`src/rtl/vram_feeder.sv`:
```
// vram_feeder: producer side of the vga block's pixel VRAM write port.
// Assembles RGB888 (R,G,B byte order) or little-endian RGB565 pixels from an
// 8-bit stream, expands 565 to 24 bits, and pushes exactly H*V pixels into
// the VRAM write port under vram_ready backpressure.
//
// Ports:
//   clk_sys, reset_n        clock, asynchronous active-low reset
//   start, abort            one-cycle control pulses (abort has priority)
//   fmt565, H, V            frame format and size, sampled at start
//   in_data/in_valid/in_ready  byte stream handshake
//   vram_ready/vram_req     VRAM write handshake (req is combinational)
//   r/g/b_vram_out          pixel currently held for VRAM
//   busy, frame_done        RUN indicator, end-of-frame pulse
//   pix_written, frame_cnt  progress and completed-frame counters
module vram_feeder #(
  parameter int PIX_W = 24
) (
  input  logic             clk_sys,
  input  logic             reset_n,
  input  logic             start,
  input  logic             abort,
  input  logic             fmt565,
  input  logic [15:0]      H,
  input  logic [15:0]      V,
  input  logic [7:0]       in_data,
  input  logic             in_valid,
  output logic             in_ready,
  input  logic             vram_ready,
  output logic             vram_req,
  output logic [7:0]       r_vram_out,
  output logic [7:0]       g_vram_out,
  output logic [7:0]       b_vram_out,
  output logic             busy,
  output logic             frame_done,
  output logic [PIX_W-1:0] pix_written,
  output logic [31:0]      frame_cnt
);

  typedef enum logic [1:0] {S_IDLE, S_RUN, S_DONE} state_t;

  function automatic logic [7:0] expand5(input logic [4:0] v);
    return {v, v[4:2]};
  endfunction

  function automatic logic [7:0] expand6(input logic [5:0] v);
    return {v, v[5:4]};
  endfunction

  state_t           state;
  logic             fmt_q;
  logic [PIX_W-1:0] total_q;
  logic [PIX_W-1:0] asm_cnt;
  logic [1:0]       phase;
  logic [7:0]       byte0_p0, byte1_p0;
  logic [7:0]       r_p1, g_p1, b_p1;
  logic             vld_p1;
  logic [PIX_W-1:0] pix_written_q;
  logic [31:0]      frame_cnt_q;
  logic             frame_done_q;

  logic             accept, last_byte;
  logic [7:0]       nr, ng, nb;
  logic [PIX_W-1:0] hv_total, pix_next;

  assign hv_total  = PIX_W'(32'(H) * 32'(V));
  assign pix_next  = pix_written_q + PIX_W'(1);
  assign in_ready  = (state == S_RUN) && (asm_cnt < total_q) && (!vld_p1 || vram_ready);
  assign accept    = in_valid && in_ready;
  assign last_byte = fmt_q ? (phase == 2'd1) : (phase == 2'd2);
  // Combinational so the vga block sees req and ready in the same cycle.
  assign vram_req  = vld_p1 && vram_ready;

  assign r_vram_out  = r_p1;
  assign g_vram_out  = g_p1;
  assign b_vram_out  = b_p1;
  assign busy        = (state == S_RUN);
  assign frame_done  = frame_done_q;
  assign pix_written = pix_written_q;
  assign frame_cnt   = frame_cnt_q;

  // Pixel formed from the stored bytes plus the byte arriving now.
  always_comb begin
    nr = byte0_p0;
    ng = byte1_p0;
    nb = in_data;
    if (fmt_q) begin
      nr = expand5(in_data[7:3]);
      ng = expand6({in_data[2:0], byte0_p0[7:5]});
      nb = expand5(byte0_p0[4:0]);
    end
  end

  // stage p0 (byte collection) -> p1 (hold register facing VRAM)
  always_ff @(posedge clk_sys or negedge reset_n) begin
    if (!reset_n) begin
      state         <= S_IDLE;
      fmt_q         <= 1'b0;
      total_q       <= '0;
      asm_cnt       <= '0;
      phase         <= 2'd0;
      byte0_p0      <= 8'd0;
      byte1_p0      <= 8'd0;
      r_p1          <= 8'd0;
      g_p1          <= 8'd0;
      b_p1          <= 8'd0;
      vld_p1        <= 1'b0;
      pix_written_q <= '0;
      frame_cnt_q   <= 32'd0;
      frame_done_q  <= 1'b0;
    end else begin
      frame_done_q <= 1'b0;
      if (abort) begin
        state  <= S_IDLE;
        vld_p1 <= 1'b0;
        phase  <= 2'd0;
        // A write strobed in the abort cycle still reached the VRAM.
        if (vram_req) pix_written_q <= pix_next;
      end else begin
        case (state)
          S_IDLE: begin
            if (start) begin
              fmt_q         <= fmt565;
              total_q       <= hv_total;
              pix_written_q <= '0;
              asm_cnt       <= '0;
              phase         <= 2'd0;
              vld_p1        <= 1'b0;
              if (hv_total == '0) begin
                state        <= S_DONE;
                frame_done_q <= 1'b1;
                frame_cnt_q  <= frame_cnt_q + 32'd1;
              end else begin
                state <= S_RUN;
              end
            end
          end
          S_RUN: begin
            if (vram_req) pix_written_q <= pix_next;
            if (accept && last_byte) begin
              // Reload wins over the drain in the same cycle: no bubble.
              r_p1    <= nr;
              g_p1    <= ng;
              b_p1    <= nb;
              vld_p1  <= 1'b1;
              asm_cnt <= asm_cnt + PIX_W'(1);
              phase   <= 2'd0;
            end else begin
              if (vram_req) vld_p1 <= 1'b0;
              if (accept) begin
                phase <= phase + 2'd1;
                if (phase == 2'd0) byte0_p0 <= in_data;
                else               byte1_p0 <= in_data;
              end
            end
            if (vram_req && (pix_next == total_q)) begin
              state        <= S_DONE;
              frame_done_q <= 1'b1;
              frame_cnt_q  <= frame_cnt_q + 32'd1;
            end
          end
          default: state <= S_IDLE;
        endcase
      end
    end
  end

endmodule

```
`config.mk`:
```
export PLATFORM = sky130hd
export DESIGN_NAME = vram_feeder
export DESIGN_NICKNAME = d
export VERILOG_FILES = /design/src/rtl/vram_feeder.sv
export SDC_FILE = /design/constraint.sdc
export NUM_CORES = 1
export LEC_CHECK = 0
export BUFFER_PORTS_ARGS = -buffer_cell sky130_fd_sc_hd__buf_4
export CORE_MARGIN = 3
export CORE_UTILIZATION = 28
export DETAILED_ROUTE_END_ITERATION = 8
export PLACE_DENSITY = 0.53
export SYNTH_ARGS = -nofsm -noshare
export SYNTH_HDL_FRONTEND = slang
export SYNTH_SLANG_ARGS = --single-unit
```
`constraint.sdc`:
```
create_clock -name clk_sys -period 4 [get_ports clk_sys]
set_clock_uncertainty 0.05 [all_clocks]
set_input_delay 0.8 -clock clk_sys [delete_from_list [all_inputs] [get_ports clk_sys]]
set_output_delay 0.8 -clock clk_sys [all_outputs]
set_load 0.01 [all_outputs]
```
==> impl_metrics.yaml <==
floorplanning:
  rows: 85
  die_h_um: 242
  initial_utilization_pct: 28.6
  die-area_mm2: 0.0585
  coreArea_mm2: 0.0545
  die_width_um: 242
  ioPinCount: 131
setup_path:
  crit_type: "in2reg"
  start_kind: "input port"
  cp.arrival_ps: 6640
  critPathMaxFanout: 18
  end_kind: "flip-flop"
  r2r_start: "total_q[18]$_DFFE_PN0P_"
  required_ps: 4270
  startpoint: "H[4]"
global_route:
  grt_pass1_wl_mm: 70.9
  antenna_found_initial: 0
  top_usage_layer: "met2"
  grt_usage_pct: 14.6
  grt_pass1_vias: 13529
  grt.met2_usage_pct: 25.9
  grt_max_degree: 95
  grt_overflow_total: 0
  grt_util_met1_pct: 19.0
  use_met3_pct: 1.74
sta:
  finalSetupViolCount: 53
  hold_viol: 0
  timing.hold.ws_ps: 404
  grt_setup_unrepaired: "true"
  setup_ws_ps: -2370
  period_minus_slack_ps: 6370
  fin_setup_tns_ps: -102820
  max_freq_mhz: 157
  slew_headroom_pct: 31.4
  tightest_slew_ps: 1030
  period_share_pct: 159
  slew_violations: 0
synthesis:
  synth_edf_count: 0
  synth_nets: 2038
  seq_area_frac_synth_pct: 24.3
  yosys_register_bits: 151
  synthFlopType: "dfrtp_1"
  ys_warn_count: 0
  syn_area_per_cell_um2: 9.02
  ys_async_sr_fraction_pct: 100
  synth_cell_type_count: 81
  netlist_instances: 1727
  synth_area_mm2: 0.0156
cells_and_area:
  n_fill_cell: 5400
  seqCellArea_mm2: 0.00378
  area_growth_syn_to_layout_pct: 35.9
  most-common-layout-cells: "256 x buf_4, 213 x inv_1, 187 x nand2_1"
  drive_above_1_share_pct: 32.1
  final_common_cell: "buf_4"
  fin_nets: 2314
  final_cells: 2755
  multi_input_comb_area_mm2: 0.0119
  n_antenna_cell: 0
  final_util_pct: 38.9
drt:
  first_pass_iters: 5
  first_iter_violations: 509
  drt-total-wl_mm: 42.6
  via_per_inst: 4.66
  drc: 0
  via_count: 12827
  routedWlPerCell_um: 15.5
  ant_nets: 0
run:
  drv_cap: 0
placement:
  place_hpwl_mm: 34.1
  gp_congestion: 0.874
  port_buffers: 130
  dp_cells: 2684
clock_tree:
  path_clk_slew_ps: 70
  htree_levels: 4
  cts_buffers: 17
  tritoncts: "done"
  clock-sinks: 151
  clock_path_buffers: 2
  cts-root-buf: "clkbuf_16"
  clk_latency_ps: 440
  ctsHoldBuffers: 0
min_path:
  min_path_type: "in2async"
status:
  status: "complete, but fails checks"
  failed_checks: "negative setup slack"
==> sequential cells by signal, summed over array words and instances (netlist names) <==
register / cells
asm_cnt: 24
b_vram_out: 8
byte0_p0: 8
byte1_p0: 8
fmt_q: 1
frame_cnt: 32
frame_done: 1
g_vram_out: 8
phase: 2
pix_written: 24
r_vram_out: 8
state: 2
total_q: 24
vld_p1: 1
==> logic make-up (layout without fill, tap and decap cells) <==
kind of cell             Yosys count  after routing  synth area share [%]
multiplexers                      46             46                  3.12
adder cells (fa/ha/maj)          264            264                  29.3
AND/OR/NAND/NOR                  624            624                  20.6
AO/OA/AOI/OAI                    192            192                  7.67
flip-flops                       151            151                  24.3
XOR/XNOR                         124            124                  7.02
buffers and inverters            326            615                  8.01
==> Yosys cell counts (all sizes together), types with 4 or more instances <==
cell type  instances  area (µm²)
buf               12        68.8
mux2              20         225
nor2             103         389
clkbuf            63         236
nor4              29         236
a21oi             57         285
xnor2             69         612
and3              15        93.8
and4               5        46.3
xor2              55         482
or3               12        75.1
nand2            208         788
o21ai             59         295
nor4b              9        85.1
nor3b              7        52.6
a21o              15         113
dfrtp            151        3780
ha                96        1200
inv              251         942
nor3              33         170
mux2i             26         260
o211ai             4        35.0
or4                4        30.0
nor2b              5        31.3
o31ai              4        30.0
or2                4        25.0
a211oi             5        37.5
and2             122         763
a31oi             12        75.1
nand2b             6        37.5
fa               168        3360
nand4             21         146
nand3             34         175
==> worst max-delay path: stages <==
cell and delay [ps]:
bufbuf_16 240, and2_1 150, fa_1 540, fa_2 480
fa_1 540, fa_1 510, fa_1 490, inv_1 50
fa_1 470, inv_1 60, ha_4 300, buf_6 120
and3_4 200, buf_4 120, nor4_2 50, a2111oi_4 330
o311ai_2 170, and4_4 210, a32oi_4 230, buf_12 200
buf_4 160, nor4_4 40, xor2_1 190
==> metal layers <==
| layer | part of all wire [%] | vias to the layer above |
|---|---|---|
| met5 | 0 | - |
| met4 | 1.8 | 0 |
| met3 | 2.7 | 57 |
| met2 | 51 | 223 |
| met1 | 45 | 6403 |
| li1 | - | 6144 |
==> metrics by stage <==
stage / area (µm²) / setup WS [ps]
2_1_floorplan: 16500 / -2600
3_3_place_gp: 19100 / -3130
3_5_place_dp: 19100 / -3150
4_1_cts: 20500 / -2400
5_1_grt: 21200 / -2560
6_report: 21200 / -2370
==> cell type report <==
type	instances	area share, %
Inverter	251	4.45
Clock buffer	18	2.07
Clock inverter	14	0.721
Tap cell	739	4.37
Multi-Input combinational cell	1250	56.3
Timing Repair Buffer	332	14.3
Sequential cell	151	17.9
==> final timing paths <==
path / endpoint / slack, ps / cells after the start
max: frame_cnt[28]$_DFFE_PN0P_ / -2370 / 23
max in group asynchronous: byte1_p0[2]$_DFFE_PN0P_ / 2670 / 2
min reg2reg: frame_cnt[31]$_DFFE_PN0P_ / 430 / 1
min: pix_written[6]$_DFFE_PN0P_ / 400 / 1
max reg2reg: asm_cnt[16]$_DFFE_PN0P_ / 410 / 13
min in group clk_sys: frame_cnt[31]$_DFFE_PN0P_ / 430 / 1
==> timing repair <==
item                                    CTS  global route
cloned                                    2             2
endpoints found under the setup margin   53            56
buffers inserted                         18            22
pin swaps                                43            69
gates resized for setup                 148           109
Power is not shown: default switching activity piles up to over one toggle a cycle in this logic, so the estimate is an artifact.
